**config.mk**
```make
export PLATFORM = sky130hd
export DESIGN_NAME = aes_byte_loader
export DESIGN_NICKNAME = d
export VERILOG_FILES = /design/src/rtl/aes_byte_loader.sv
export SDC_FILE = /design/constraint.sdc
export NUM_CORES = 1
export LEC_CHECK = 0
export CAP_MARGIN = 20
export CORE_AREA = 2 2 187 189
export CTS_CLUSTER_DIAMETER = 30
export DETAILED_ROUTE_END_ITERATION = 10
export DIE_AREA = 0 0 189 191
export PLACE_DENSITY_LB_ADDON = 0.15
export SYNTH_ARGS = -nofsm -noshare
export SYNTH_HDL_FRONTEND = slang
export SYNTH_SLANG_ARGS = --single-unit
```
**constraint.sdc**
```tcl
create_clock -name Clk -period 5.4 [get_ports Clk]
set_input_delay 1.08 -clock Clk [delete_from_list [all_inputs] [get_ports Clk]]
set_output_delay 1.08 -clock Clk [all_outputs]
set_load 0.01 [all_outputs]
```
**src/rtl/aes_byte_loader.sv**
```systemverilog
// Byte-serial front end for the AES core: assembles header/key/data frames,
// launches one AES operation per frame and waits for completion.
module aes_byte_loader #(
    parameter int BYTE_TIMEOUT = 1000,
    parameter int DONE_TIMEOUT = 4096
) (
    input  logic         Clk,
    input  logic         Rst,
    input  logic [7:0]   i_Byte,
    input  logic         i_fByteValid,
    output logic         o_fReady,
    output logic [127:0] o_Key,
    output logic [127:0] o_Data,
    output logic         o_fEncrypt,
    output logic         o_fStart,
    input  logic         i_fDone,
    output logic         o_fErr
);

    localparam int MAX_TMO = (BYTE_TIMEOUT > DONE_TIMEOUT) ? BYTE_TIMEOUT : DONE_TIMEOUT;
    localparam int TW      = (MAX_TMO > 1) ? $clog2(MAX_TMO) : 1;
    localparam logic [TW-1:0] BYTE_LAST = TW'(BYTE_TIMEOUT - 1);
    localparam logic [TW-1:0] DONE_LAST = TW'(DONE_TIMEOUT - 1);

    typedef enum logic [2:0] {
        S_IDLE,
        S_KEY,
        S_DATA,
        S_START,
        S_WAIT
    } state_t;

    state_t          r_state;
    state_t          w_state_next;
    logic [127:0]    r_key_stg;
    logic [127:0]    r_data_stg;
    logic [3:0]      r_cnt;
    logic [TW-1:0]   r_tmo;
    logic            r_key_valid;
    logic            r_enc_hdr;
    logic            r_err;
    logic            w_accept;
    logic            w_hdr_ok;
    logic            w_last_byte;
    logic            w_byte_tmo;
    logic            w_err;

    assign w_accept    = i_fByteValid && o_fReady;
    assign w_hdr_ok    = (i_Byte[7:2] == 6'd0);
    assign w_last_byte = (r_cnt == 4'd15);
    assign w_byte_tmo  = (r_tmo == BYTE_LAST);
    assign o_fErr      = r_err;

    always_ff @(posedge Clk or negedge Rst) begin
        if (!Rst) begin
            r_state <= S_IDLE;
        end else begin
            r_state <= w_state_next;
        end
    end

    always_comb begin
        w_state_next = r_state;
        w_err        = 1'b0;
        case (r_state)
            S_IDLE: begin
                if (w_accept) begin
                    if (w_hdr_ok && i_Byte[1]) begin
                        w_state_next = S_KEY;
                    end else if (w_hdr_ok && r_key_valid) begin
                        w_state_next = S_DATA;
                    end else begin
                        w_err = 1'b1;
                    end
                end
            end
            S_KEY: begin
                if (w_accept) begin
                    if (w_last_byte) begin
                        w_state_next = S_DATA;
                    end
                end else if (w_byte_tmo) begin
                    w_state_next = S_IDLE;
                    w_err        = 1'b1;
                end
            end
            S_DATA: begin
                if (w_accept) begin
                    if (w_last_byte) begin
                        w_state_next = S_START;
                    end
                end else if (w_byte_tmo) begin
                    w_state_next = S_IDLE;
                    w_err        = 1'b1;
                end
            end
            S_START: begin
                w_state_next = S_WAIT;
            end
            S_WAIT: begin
                if (i_fDone) begin
                    w_state_next = S_IDLE;
                end else if (r_tmo == DONE_LAST) begin
                    w_state_next = S_IDLE;
                    w_err        = 1'b1;
                end
            end
            default: begin
                w_state_next = S_IDLE;
            end
        endcase
    end

    // Ready is gated by reset so the feeder sees 0 for the whole reset window.
    always_comb begin
        o_fStart = (r_state == S_START);
        o_fReady = Rst && ((r_state == S_IDLE) || (r_state == S_KEY) || (r_state == S_DATA));
    end

    always_ff @(posedge Clk or negedge Rst) begin
        if (!Rst) begin
            o_Key       <= '0;
            o_Data      <= '0;
            o_fEncrypt  <= 1'b0;
            r_key_stg   <= '0;
            r_data_stg  <= '0;
            r_cnt       <= '0;
            r_tmo       <= '0;
            r_key_valid <= 1'b0;
            r_enc_hdr   <= 1'b0;
            r_err       <= 1'b0;
        end else begin
            r_err <= w_err;

            // One counter serves both the inter-byte and the AES-done timeouts.
            if (w_accept || (w_state_next != r_state) || (r_state == S_IDLE)) begin
                r_tmo <= '0;
            end else begin
                r_tmo <= r_tmo + TW'(1);
            end

            case (r_state)
                S_IDLE: begin
                    if (w_state_next != S_IDLE) begin
                        r_enc_hdr <= i_Byte[0];
                    end
                end
                S_KEY: begin
                    if (w_accept) begin
                        r_cnt <= r_cnt + 4'd1;
                        if (w_last_byte) begin
                            o_Key       <= {r_key_stg[119:0], i_Byte};
                            r_key_valid <= 1'b1;
                            r_key_stg   <= '0;
                        end else begin
                            r_key_stg <= {r_key_stg[119:0], i_Byte};
                        end
                    end else if (w_byte_tmo) begin
                        r_key_stg <= '0;
                        r_cnt     <= '0;
                    end
                end
                S_DATA: begin
                    if (w_accept) begin
                        r_cnt <= r_cnt + 4'd1;
                        if (w_last_byte) begin
                            o_Data     <= {r_data_stg[119:0], i_Byte};
                            o_fEncrypt <= r_enc_hdr;
                            r_data_stg <= '0;
                        end else begin
                            r_data_stg <= {r_data_stg[119:0], i_Byte};
                        end
                    end else if (w_byte_tmo) begin
                        r_data_stg <= '0;
                        r_cnt      <= '0;
                    end
                end
                default: begin
                end
            endcase
        end
    end

endmodule

```
Word-level counts from Yosys, hierarchy flattened
Index checks and enable logic that the tools add are counted.
{ "op_classes": {"add_sub_neg": 2, "muxes": 27, "n_eq_ne": 8, "reduce_logical": 19} }
{ "ops": {"columns": ["operator", "count"], "rows": [
  ["2-to-1 mux 120 bit", 5],
  ["2-to-1 mux 3 bit", 10],
  ["case mux 3 bit (5 select lines)", 1],
  ["adder 12 x 1 -> 12 bit, second input constant", 1],
  ["== test 12 x 10 -> 1 bit, second input constant", 1],
  ["== test 12 bit, second input constant", 1],
  ["2-to-1 mux 12 bit", 1],
  ["2-to-1 mux 4 bit", 2],
  ["AND reduction 2 bit", 4],
  ["2-to-1 mux 1 bit", 7],
  ["== test 3 x 2 -> 1 bit, second input constant", 2],
  ["zero test 6 bit", 1],
  ["AND reduction 3 bit", 2],
  ["adder 4 x 1 -> 4 bit, second input constant", 1],
  ["== test 4 bit, second input constant", 1],
  ["logical AND 1 bit", 4],
  ["logical OR 1 bit", 4],
  ["== test 3 x 1 -> 1 bit, second input constant", 1],
  ["== test 3 bit, second input constant", 1],
  ["zero test 3 bit", 1],
  ["inequality test 3 bit", 1],
  ["case mux 1 bit (3 select lines)", 1],
  ["nonzero test 3 bit", 1],
  ["nonzero test 2 bit", 1],
  ["OR reduction 2 bit", 1]
]} }
{ "totals": {"register_bits": 519} }

Logic depth before layout (Yosys ltp)
Gate-level depths: netlist of run 1.
{ "depth": {"depth_word": 11, "mapped_depth": 9, "ltp_nobuf": 6} }

Worst setup path after synthesis of run 1
Ideal clock, no wire load.
{ "synth_timing": {"path_kind": "input -> register", "start": "in i_fByteValid", "end": "reg r_data_stg[100]", "n_path_buf": 5, "slack_ns": 2.958, "setup_time_ns": 0.121, "arrival_time_ns": 2.321, "stages": 9, "path_cell_list": "and2_0 -> buf_2 -> and2_1 -> buf_4 -> and3_1 -> buf_2 -> buf_6 -> buf_6 -> a22o_1"} }
{ "synth_via": {"elab_chain_cells": 3, "word_cells_on_any_way": 4, "classes_between": "1 x mux; 3 x reduce/logical"} }
{ "synth_lines": {"columns": ["item", "line_no", "source"], "rows": [
  ["start: declaration", "10", "input logic i_fByteValid,"],
  ["logical AND 1 bit (*)", "48", "assign w_accept = i_fByteValid && o_fReady;"],
  ["nonzero test 2 bit (no line)", null, null],
  ["AND reduction 2 bit (no line)", null, null],
  ["end signal: assignment", "171", "r_data_stg <= {r_data_stg[119:0], i_Byte};"],
  ["end: declaration", "36", "logic [127:0] r_data_stg;"]
]} }
Mark *: on every way between the ends. The rest lies on a longest branch, timed or not.
A chain may end at the register's enable or synchronous reset.

Final worst setup path of run 1
{ "layout_timing": {"start": "in Rst", "end": "reg r_key_stg[18]"} }
{ "layout_via": {"elab_chain_cells": 4, "word_cells_on_any_way": 5, "classes_between": "1 x mux; 4 x reduce/logical"} }
{ "layout_lines": {"columns": ["item", "line_no", "source"], "rows": [
  ["start: declaration", "8", "input logic Rst,"],
  ["logical AND 1 bit (*)", "117", "o_fReady = Rst && ((r_state == S_IDLE) || (r_state == S_KEY) || (r_state == S_DATA));"],
  ["logical AND 1 bit (*)", "48", null],
  ["nonzero test 2 bit (no line)", null, null],
  ["AND reduction 2 bit (no line)", null, null],
  ["end signal: assignment", "156", "r_key_stg <= {r_key_stg[119:0], i_Byte};"],
  ["end: declaration", "35", "logic [127:0] r_key_stg;"]
]} }
Marked as above.

==> metrics.txt, run 1 <==
CTS Sinks 519; Synth Instances 1243; I/O pins 272; cts bufs inserted 96; pin count of the biggest net entering global routing 129; die height 191 um; Worst Hold Class input pin to async pin; unrepaired setup endpoints after global routing false; # H-tree levels 3; fin crit period 3.39 ns; Seq cells post-synth 519; Final Util 0.760; Peak Freq 0.295 GHz; Max-slew headroom 0.280; hold buffers post-CTS 0; total routed wirelength 44100 um; Clock Pin Slew Worst Setup and Hold Paths 0.05 ns; Antenna Nets Post-Route 1; CTS tree yes; Peak VDD IR 346 uV; Hold Vio Cnt, Final 0; critical path peak fanout 65; Max Slew Vio Count 0; final setup vio count 0; Crit path depth 6; Top delay family on crit path simple AND/OR/NAND/NOR gates; CP Capture Type flop; average wire per standard cell 21.2 um; final net count 1558; Root Driver clkbuf_16; syn_area_per_cell 15.6 um2; Clk Latency, worst-skew pair 0.59 ns; Finished Layout Cells 2082; All-Layer GR Usage 0.248; slowest stage cell on the critical path and3_4; most frequent cell after synthesis dfrtp_1; R2R cell count 6; IO Port Bufs 271; Starting DRT DRC Count 764; Post-synth EDFFs 0; hold slack 0.438 ns; Synth async-reset ratio 1.00; setup_tns 0 ns; DRT Pass-1 Iters 4; full die area 36100 um2; crit path buf inv count 2; Resized Gates After CTS 0; biggest area consumer among synthesized cells dfrtp_1; placement row count 68; r2r setup slk 2.47 ns; Main synth FF type dfrtp_1; die width 189 um; share of post-route cells with drive strength above 1 0.223; top cell type's share of synthesized area 0.668; Yosys cell types 48; RD Place Congestion 0.808; Max stage delay on crit path 0.74 ns; Synth Cell Area 19400 um2; FF-to-FF Start r_cnt[0]$_DFFE_PN0P_; Data required, critical path 5.91 ns; Post-CTS Repair Setup Buffers 0; arrival time at the worst endpoint 3.90 ns; kind of critical path input pin to flop; sequential share of the synthesized area 0.668; outcome finished, violations left; Critical Path Source Type input pin; RR Endpoint o_Data[48]$_DFFE_PN0P_; vias 11900; HPWL after detailed placement 26100 um; DRC Markers 0; Tightest Pin Transition 1.08 ns; Layout area overhead 33.5%; Max-cap violations 0; Pwr per Cell Area 461 nW/um2; dpl cells 1898; core area 34100 um2; Final period util 0.628; vias in the first global route 12400; vias per std cell 5.69; critical-path cell list buf_8, and2_0, and2_1, and3_4, buf_4, a22o_1; Commonest cells post-synth 519 x dfrtp_1, 224 x a22o_1, 149 x mux2_2; initial antenna violation count 0; static leakage 0.0126 uW; clk buf depth 3; synth top area cells dfrtp_1 67%, a22o_1 10%, mux2_2 8.6%, mux2_1 6.3%, buf_6 1.9%; Synth Net Count 1257; Syn. warnings 0; fill cell count 2086; Initial Utilization 0.570; failing checks antenna rules; Setup Skew 0.0261 ns; first-pass GRT wire length 70500 um; grt ovf 0
[power by group]
| group | total [uW] | switching, uW | internal [uW] |
|---|---|---|---|
| clock network | 6430 | 2050 | 4370 |
| registers | 4620 | 357 | 4270 |
| logic | 909 | 454 | 455 |
[placed cells by master, fill, tap and decap left out, drive strengths merged, types with 3 or more instances in the layout]
master	n
dfrtp	519
clkdlybuf4s50	270
mux2	258
a22o	224
clkbuf	108
nand2	40
o21ai	26
buf	21
bufinv	20
clkinv	18
clkinvlp	17
inv	15
nor2	12
nor3	11
xnor2	6
nand4	6
diode	5
nand3	5
and2	5
and3	5
xor2	4
a21oi	4
nand2b	3
[routing by layer]
layer  up-vias  wire length, um  global-route usage
li1       5209                -                   -
met1      6223            19100               0.338
met2       353            21000               0.389
met3        65             2980              0.0683
met4         0              979              0.0856
met5         -                0                   0
[worst reg2reg max path, delay by kind of cell (launching register included)]
kind                     cells  cell delay, ns
multiplexers                 1            0.45
adder cells (fa/ha/maj)      1            0.26
flip-flops                   1            0.42
buffers and inverters        2            1.36
AND/OR/NAND/NOR              2            0.32
[layout make-up]
class / instances / area [um2] / area share
well taps: 455 / 569 / 0.0220
multi-input cells: 634 / 5830 / 0.225
inverters: 2 / 7.51 / 0.000290
clock inverters: 68 / 993 / 0.0383
flip-flops and latches: 519 / 13000 / 0.501
clock buffers: 108 / 2540 / 0.0979
diodes: 5 / 12.5 / 0.000483
repair buffers: 291 / 2990 / 0.115
[cell families (layout without fill, tap and decap cells)]
logic type      count (synthesis)  in the layout  synth area share
other cells                     0              5                 0
xor+xnor                       10             10           0.00451
buf+inv                        90            469            0.0335
fa+ha+maj                       2              2           0.00129
mux                           259            259             0.150
simple gates                   98             98            0.0274
flops                         519            519             0.668
compound gates                265            265             0.115
[worst max path at each step]
stage                       startpoint                          end  slack, ns
after floorplan           i_fByteValid  r_data_stg[100]$_DFFE_PN0P_       2.96
after global placement             Rst    r_key_stg[36]$_DFFE_PN0P_       1.55
after detailed placement           Rst    r_key_stg[24]$_DFFE_PN0P_       1.46
after CTS                          Rst    r_key_stg[18]$_DFFE_PN0P_       2.01
after global routing               Rst    r_key_stg[26]$_DFFE_PN0P_       1.73
final                              Rst    r_key_stg[18]$_DFFE_PN0P_       2.01
[stage by stage]
| stage | setup slack [ns] | total power, uW | instance area (um2) |
|---|---|---|---|
| after global placement | 1.55 | 5530 | 22300 |
| final | 2.01 | 12000 | 25900 |
| after CTS | 2.01 | 12000 | 25800 |
| after detailed placement | 1.46 | 5560 | 22300 |
| after floorplan | 2.96 | 5100 | 19400 |
| after global routing | 1.73 | 12400 | 25900 |
[state kept, by name, summed over array words and instances, names as in the netlist]
| signal | flops |
|---|---|
| r_key_stg | 120 |
| r_key_valid | 1 |
| r_cnt | 4 |
| r_data_stg | 120 |
| o_fErr | 1 |
| r_enc_hdr | 1 |
| o_Key | 128 |
| o_Data | 128 |
| r_state | 3 |
| o_fEncrypt | 1 |
| r_tmo | 12 |
No activity file was read; power rests on OpenSTA's default activity.
==> run 2, diff against run 1 <==
Settings changed: CORE_AREA 2 2 187 189 to 2 2 193 195, DIE_AREA 0 0 189 191 to 0 0 195 197.
Clock period 5.4 ns to 3.35 ns, I/O delays scaled along.
==> run 2 against run 1 <==
The run now ends clean. Critical path depth shrank 3. Flip-flop and latch count is the same. Sequential share of layout area shrank 0.080 points. Total power grew 60%. Worst setup slack lost 1.4 ns. Cell count grew 1.0%. Clock power grew 59%. Critical endpoint is now o_fReady. Largest power group unchanged.
==> metrics.txt, run 2 (synthesis results as in run 1) <==
static leakage 0.0127 uW (+0.38%); final setup vio count 0 (unchanged); initial antenna violation count 0 (unchanged); vias per std cell 5.60 (-1.7%); kind of critical path flop to output port; total routed wirelength 43700 um (-1.0%); Finished Layout Cells 2103 (+1.0%); first-pass GRT wire length 70000 um (-0.72%); die width 195 um (+3.2%); Worst Hold Class input pin to async pin; Starting DRT DRC Count 678 (-11%); outcome complete, no violations; clk buf depth 3 (unchanged); Initial Utilization 0.536 (-0.0336); final net count 1565 (+0.45%); grt ovf 0 (unchanged); unrepaired setup endpoints after global routing false; hold slack 0.0938 ns (-0.344 ns); CP Capture Type output port; full die area 38400 um2 (+6.4%); core area 36300 um2 (+6.3%); Tightest Pin Transition 0.934 ns (-0.141 ns); cts bufs inserted 100 (+4.2%); commonest non-fill, non-tap cell in the layout dfrtp_1; RD Place Congestion 0.811 (+0.43%); Post-CTS Repair Setup Buffers 0 (unchanged); fill cell count 2401 (+15%); vias in the first global route 12200 (-1.8%); Layout area overhead 33.7%; Design Power 19100 uW (+60%); critical path peak fanout 10 (-85%); Clk Latency, worst-skew pair 0.62 ns (+0.03 ns); Critical Path Source Type flop; share of post-route cells with drive strength above 1 0.223 (about the same); average wire per standard cell 20.8 um (-2.0%); Peak VDD IR 652 uV (+89%); HPWL after detailed placement 26100 um (about the same); pin count of the biggest net entering global routing 181 (+40%); I/O pins 272 (unchanged); arrival time at the worst endpoint 2.10 ns (-1.80 ns); Pwr per Cell Area 736 nW/um2 (+60%); CTS Sinks 519 (unchanged); hold buffers post-CTS 0 (unchanged); Largest regs o_Data: 128 flops, o_Key: 128 flops; setup_tns 0 ns (unchanged); CTS tree yes; Antenna Nets Post-Route 0 (-1); DRC Markers 0 (unchanged); ant diodes 0 (-5); fin crit period 2.77 ns; Root Driver clkbuf_16; Resized Gates After CTS 0 (unchanged); placement row count 70 (+2.9%); vias 11800 (-0.70%); DRT Pass-1 Iters 4 (unchanged); DP Area 22500 um2 (+0.67%); Max-cap violations 0 (unchanged); register area 13000 um2 (unchanged); # H-tree levels 3 (unchanged); Hold Vio Cnt, Final 0 (unchanged); All-Layer GR Usage 0.232 (-0.0161); Max Slew Vio Count 0 (unchanged); die height 197 um (+3.1%); Setup Skew 0.0285 ns (+0.00235 ns); Final period util 0.825; Finished Cell Area 26000 um2 (+0.16%); IO Port Bufs 271 (unchanged); Max-slew headroom 0.377 (+0.0968); Clock Pin Slew Worst Setup and Hold Paths 0.04 ns (about the same); most frequent cells in the layout 519 x dfrtp_1, 270 x clkdlybuf4s50_1, 224 x a22o_1; Peak Freq 0.362 GHz; dpl cells 1917 (+1.0%); Data required, critical path 2.68 ns (-3.23 ns); multi-input combinational cell area 5830 um2 (unchanged)
[run 2: critical path, cell delays in order, from the launching register on]
cell and delay [ns]:
dfrtp_1 0.51, a21oi_4 0.30, and2_1 0.16, clkdlybuf4s50_1 0.53
[run 2: worst paths after layout]
path | end | depth (start not counted) | from | slack [ns]
worst max-delay path | o_fReady | 3 | r_state[0]$_DFF_PN0_ | 0.58
worst min-delay path | o_fErr$_DFF_PN0_ | 2 | Rst | 0.09
worst max register to register | o_Key[41]$_DFFE_PN0P_ | 6 | r_state[0]$_DFF_PN0_ | 1.10
worst min register to register | r_tmo[0]$_DFF_PN0_ | 1 | r_tmo[0]$_DFF_PN0_ | 0.48
max in group asynchronous | o_Key[45]$_DFFE_PN0P_ | 3 | Rst | 1.98
min in group Clk | r_tmo[0]$_DFF_PN0_ | 1 | r_tmo[0]$_DFF_PN0_ | 0.48
[run 2: report_power, final]
| group | total (uW) | switching, uW | internal (uW) |
|---|---|---|---|
| logic | 1480 | 732 | 748 |
| clock network | 10200 | 3260 | 6930 |
| registers | 7450 | 570 | 6880 |
[run 2: stage by stage]
stage,setup slack [ns],utilization
3_5_place_dp,0.395,0.619
6_report,0.585,0.716
3_3_place_gp,0.447,0.619
5_1_grt,0.502,0.716
4_1_cts,0.551,0.716
2_1_floorplan,1.32,-
[run 2: area by class of cell]
| type | count | area share |
|---|---|---|
| Sequential cell | 519 | 0.500 |
| Multi-Input combinational cell | 634 | 0.225 |
| Timing Repair Buffer | 294 | 0.117 |
| Clock buffer | 127 | 0.107 |
| Clock inverter | 59 | 0.0290 |
| Tap cell | 468 | 0.0225 |
| Inverter | 2 | 0.000289 |
[run 2: routing by layer]
layer,routed length (um),vias up,track usage
met2,20800,325,0.355
met5,0,-,0
met3,2960,53,0.0753
met4,751,0,0.0707
met1,19200,6137,0.320
li1,-,5252,-
==> variant 1: new RTL, flow settings as in run 1 <==
Re-encode `state_t` (5 states) as one-hot, 5 bits wide.
--- a/src/rtl/aes_byte_loader.sv
+++ b/src/rtl/aes_byte_loader.sv
@@ -23,10 +23,10 @@
     localparam logic [TW-1:0] DONE_LAST = TW'(DONE_TIMEOUT - 1);
 
-    typedef enum logic [2:0] {
-        S_IDLE,
-        S_KEY,
-        S_DATA,
-        S_START,
-        S_WAIT
+    typedef enum logic [4:0] {
+        S_IDLE  = 5'b00001,
+        S_KEY   = 5'b00010,
+        S_DATA  = 5'b00100,
+        S_START = 5'b01000,
+        S_WAIT  = 5'b10000
     } state_t;
 
Formal check against the unedited RTL: same outputs for any inputs over 4 cycles, from zero or initial values and one cycle with Rst low; so few cycles prove little.
==> variant 1 against run 1 <==
First-iteration DRC count rose by 2.4%. Cell area fell by 0.80%. Non-clock buffer count increased by 4. Routed wire length decreased by 2.8%. Sequential cell count rose by 2. Area after synthesis increased by 1.3%. Setup slack got worse by 270 ps. Critical endpoint is now o_fReady. Largest cell class unchanged.
Power is not compared: it rests on default switching activity, and its combinational part moved more than twofold at a synthesized area within 25%.
==> variant 1: results (changes against run 1) <==
.. list-table::
   :header-rows: 1

   * - Metric
     - Value
   * - Tightest Hold Check Type
     - primary input to asynchronous set/reset pin
   * - 1st-iter DRT viols
     - 782 (+2.4%)
   * - Number of clock buffers inserted by TritonCTS
     - 88 (-8.3%)
   * - Type of the worst setup path
     - flop to primary output
   * - Data arrival time at the worst-slack endpoint
     - 2580 ps (-1320 ps)
   * - Dpl cell area
     - 22600 um^2 (+1.1%)
   * - Synth cell types
     - 51 (+6.3%)
   * - Headroom to the max-slew limit
     - 40.0% (+12 points)
   * - Filler cell count in the final layout
     - 2128 (+2.0%)
   * - Detailed-placement wirelength estimate
     - 25800 um (-1.2%)
   * - Aggregate routed wire length
     - 42900 um (-2.8%)
   * - Number of placed cells counting well taps
     - 1920 (+1.2%)
   * - Synth Area in XOR/XNOR
     - 0.667% (+0.22 points)
   * - Synth Area in Adders
     - 0.127% (-0.0017 points)
   * - Post-DR vias/cell
     - 5.78 (+1.6%)
   * - Net count reported at finish
     - 1570 (+0.77%)
   * - Peak Freq
     - 273 MHz (-7.4%)
   * - Run status
     - finished, final reports clean
   * - Final weighted congestion in routability-driven placement
     - 0.830 (+2.8%)
   * - Post-place setup slack
     - 1470 ps (+14.8 ps)
   * - N_diodes
     - 0 (-5)
   * - Most used standard cells in the synthesized netlist
     - sky130_fd_sc_hd__dfrtp_1, sky130_fd_sc_hd__mux2_2, sky130_fd_sc_hd__a22o_1
   * - Internal reg-to-reg setup slack
     - 2360 ps (-110 ps)
   * - Endpoint of the most critical register-to-register path
     - r_key_stg[112]
   * - Share of synthesized area occupied by flip-flops and latches
     - 66.2% (-0.60 points)
   * - DR WL/cell
     - 20.6 um (-2.8%)
   * - Largest net degree at the start of global routing
     - 164 (+27%)
   * - WHS
     - 423 ps (-14.5 ps)
   * - Compound-gate portion of the synthesized area
     - 11.9% (+0.44 points)
   * - Mux share of post-synthesis cell area
     - 14.8% (-0.24 points)
   * - Share of cells above drive strength 1
     - 28.1% (+5.8 points)
   * - Setup clock skew after layout
     - 17.6 ps (-8.51 ps)
   * - Overall routing resource usage
     - 24.2% (-0.60 points)
   * - Start of the worst register-to-register path
     - r_state[3]
   * - Drt first pass iters
     - 5 (+1)
   * - First-pass GRT wire length
     - 69000 um (-2.2%)
   * - CP Launch Point
     - r_state[1]
   * - Last element of the critical path
     - o_fReady
variant 1: layout make-up:
cell class / instances / area, um^2 / area share [%]
Timing Repair Buffer: 295 / 2990 / 11.6
Sequential cell: 521 / 13000 / 50.7
Clock inverter: 55 / 744 / 2.89
Inverter: 4 / 15.0 / 0.0584
Clock buffer: 106 / 2410 / 9.38
Multi-Input combinational cell: 646 / 5950 / 23.1
Tap cell: 455 / 569 / 2.21
variant 1: worst max-delay path, stage by stage, from the launching register on:
cell and delay [ps]:
sky130_fd_sc_hd__dfrtp_1 610, sky130_fd_sc_hd__xor2_1 220, sky130_fd_sc_hd__o21ai_0 190, sky130_fd_sc_hd__nor4b_1 360, sky130_fd_sc_hd__clkdlybuf4s50_1 610
variant 1: metal layers:
layer	track usage, %	up-vias	part of all wire (%)
met5	0	-	0
met4	7.96	0	2.2
met3	4.92	69	5.1
met2	38.2	348	49
met1	34.2	6287	44
li1	-	5335	-
==> variant 2: new RTL, config.mk and constraints of run 1 <==
Made on the original files. Change the parameter `BYTE_TIMEOUT` from 1000 to 500.
--- a/src/rtl/aes_byte_loader.sv
+++ b/src/rtl/aes_byte_loader.sv
@@ -2,5 +2,5 @@
 // launches one AES operation per frame and waits for completion.
 module aes_byte_loader #(
-    parameter int BYTE_TIMEOUT = 1000,
+    parameter int BYTE_TIMEOUT = 500,
     parameter int DONE_TIMEOUT = 4096
 ) (
Check against the original RTL: no difference found for any inputs over 4 cycles, from zero or initial values and one cycle with Rst low; that may be too few to reach the edited logic, so the function may still have changed.
==> variant 2 against run 1 <==
Cell area increased by 0.40%. Count of clock-buffer cells in the layout increased by 12. Sequential cell count unchanged. Setup slack got worse by 140 ps. Global-route usage decreased by 0.33 points. Clock skew decreased by 4.5 ps. Critical endpoint is now o_fReady. Routed wire length increased by 0.42%. Area after synthesis decreased by 0.71%.
Power is not compared: it rests on default switching activity, and its combinational part moved more than twofold at a synthesized area within 25%.
==> variant 2: results (changes against run 1) <==
.. list-table::
   :header-rows: 1

   * - Metric
     - Value
   * - Mux share of post-synthesis cell area
     - 15.1% (+0.055 points)
   * - Internal reg-to-reg setup slack
     - 2530 ps (+60 ps)
   * - Slowest CP cell
     - sky130_fd_sc_hd__clkdlybuf4s50_1
   * - Post-Synthesis Net Count
     - 1247 (-0.80%)
   * - Final weighted congestion in routability-driven placement
     - 0.799 (-1.0%)
   * - Cells taking the most area after synthesis
     - sky130_fd_sc_hd__dfrtp_1, sky130_fd_sc_hd__a22o_1, sky130_fd_sc_hd__mux2_2
   * - CP Launch Point
     - Rst
   * - Synthesized area per cell
     - 15.6 um^2 (about the same)
   * - Setup clock skew after layout
     - 21.6 ps (-4.54 ps)
   * - Filler cell count in the final layout
     - 1998 (-4.2%)
   * - Worst-skew pair later-pin latency
     - 610 ps (+20 ps)
   * - N_diodes
     - 0 (-5)
   * - Largest net degree at the start of global routing
     - 158 (+22%)
   * - Least-Margin Pin Slew
     - 951 ps (-124 ps)
   * - Post-DR vias/cell
     - 5.72 (+0.44%)
   * - Share of synthesized area occupied by flip-flops and latches
     - 67.3% (+0.48 points)
   * - Compound-gate portion of the synthesized area
     - 11.5% (-0.015 points)
   * - Dpl cell area
     - 22200 um^2 (-0.27%)
   * - First-pass GRT wire length
     - 69700 um (-1.1%)
   * - Number of placed cells counting well taps
     - 1891 (-0.37%)
   * - Synth Area in XOR/XNOR
     - 0.409% (-0.042 points)
   * - Detailed-placement wirelength estimate
     - 25000 um (-4.3%)
   * - Data arrival time at the worst-slack endpoint
     - 2440 ps (-1460 ps)
   * - Leading power group
     - clock
   * - Overall routing resource usage
     - 24.5% (-0.33 points)
   * - Last element of the critical path
     - o_fReady
   * - Share of cells above drive strength 1
     - 22.2% (-0.082 points)
   * - Net count reported at finish
     - 1555 (-0.19%)
   * - CP top delay family
     - buffers and inverters
   * - WHS
     - 454 ps (+16.8 ps)
   * - Number of vias after detailed routing
     - 11908 (+0.49%)
   * - DR WL/cell
     - 21.3 um (+0.37%)
   * - Endpoint of the most critical register-to-register path
     - r_data_stg[104]
   * - Post-layout total power
     - 10.9 mW
   * - Critical path's largest stage delay
     - 570 ps (-170 ps)
   * - Number of clock buffers inserted by TritonCTS
     - 100 (+4.2%)
   * - Run status
     - finished, final reports clean
   * - Worst vdd ir
     - 0.000294 V
   * - 1st-iter DRT viols
     - 776 (+1.6%)
   * - Synth Area in Adders
     - 0.130% (+0.00092 points)
   * - Crit-path max FO
     - 78 (+20%)
   * - Clock root buffer
     - sky130_fd_sc_hd__clkbuf_16
[variant 2: final cells by class]
cell class / count / area share (%)
Clock buffer: 120 / 10.4
Inverter: 1 / 0.0144
Tap cell: 455 / 2.19
Clock inverter: 69 / 3.91
Multi-Input combinational cell: 630 / 22.2
Sequential cell: 519 / 49.9
Timing Repair Buffer: 289 / 11.4
[variant 2: cell families (layout without fill, tap and decap cells)]
family,after synthesis,after routing
flops,519,519
compound gates,265,265
mux,258,258
simple gates,96,96
buf+inv,84,479
xor+xnor,9,9
fa+ha+maj,2,2
[variant 2: metrics by stage]
stage	worst slack (ps)	util [%]
3_3_place_gp	1520	65.2
3_5_place_dp	1470	65.2
2_1_floorplan	2860	-
6_report	1880	76.3
4_1_cts	1860	76.1
5_1_grt	1780	76.3
[variant 2: layer usage]
metal / GRT usage (%) / vias to the layer above / wire length, um
met2: 39.8 / 333 / 22200
li1: - / 5241 / -
met5: 0 / - / 0
met1: 33.3 / 6283 / 19200
met4: 8.17 / 0 / 793
met3: 5.16 / 51 / 2130
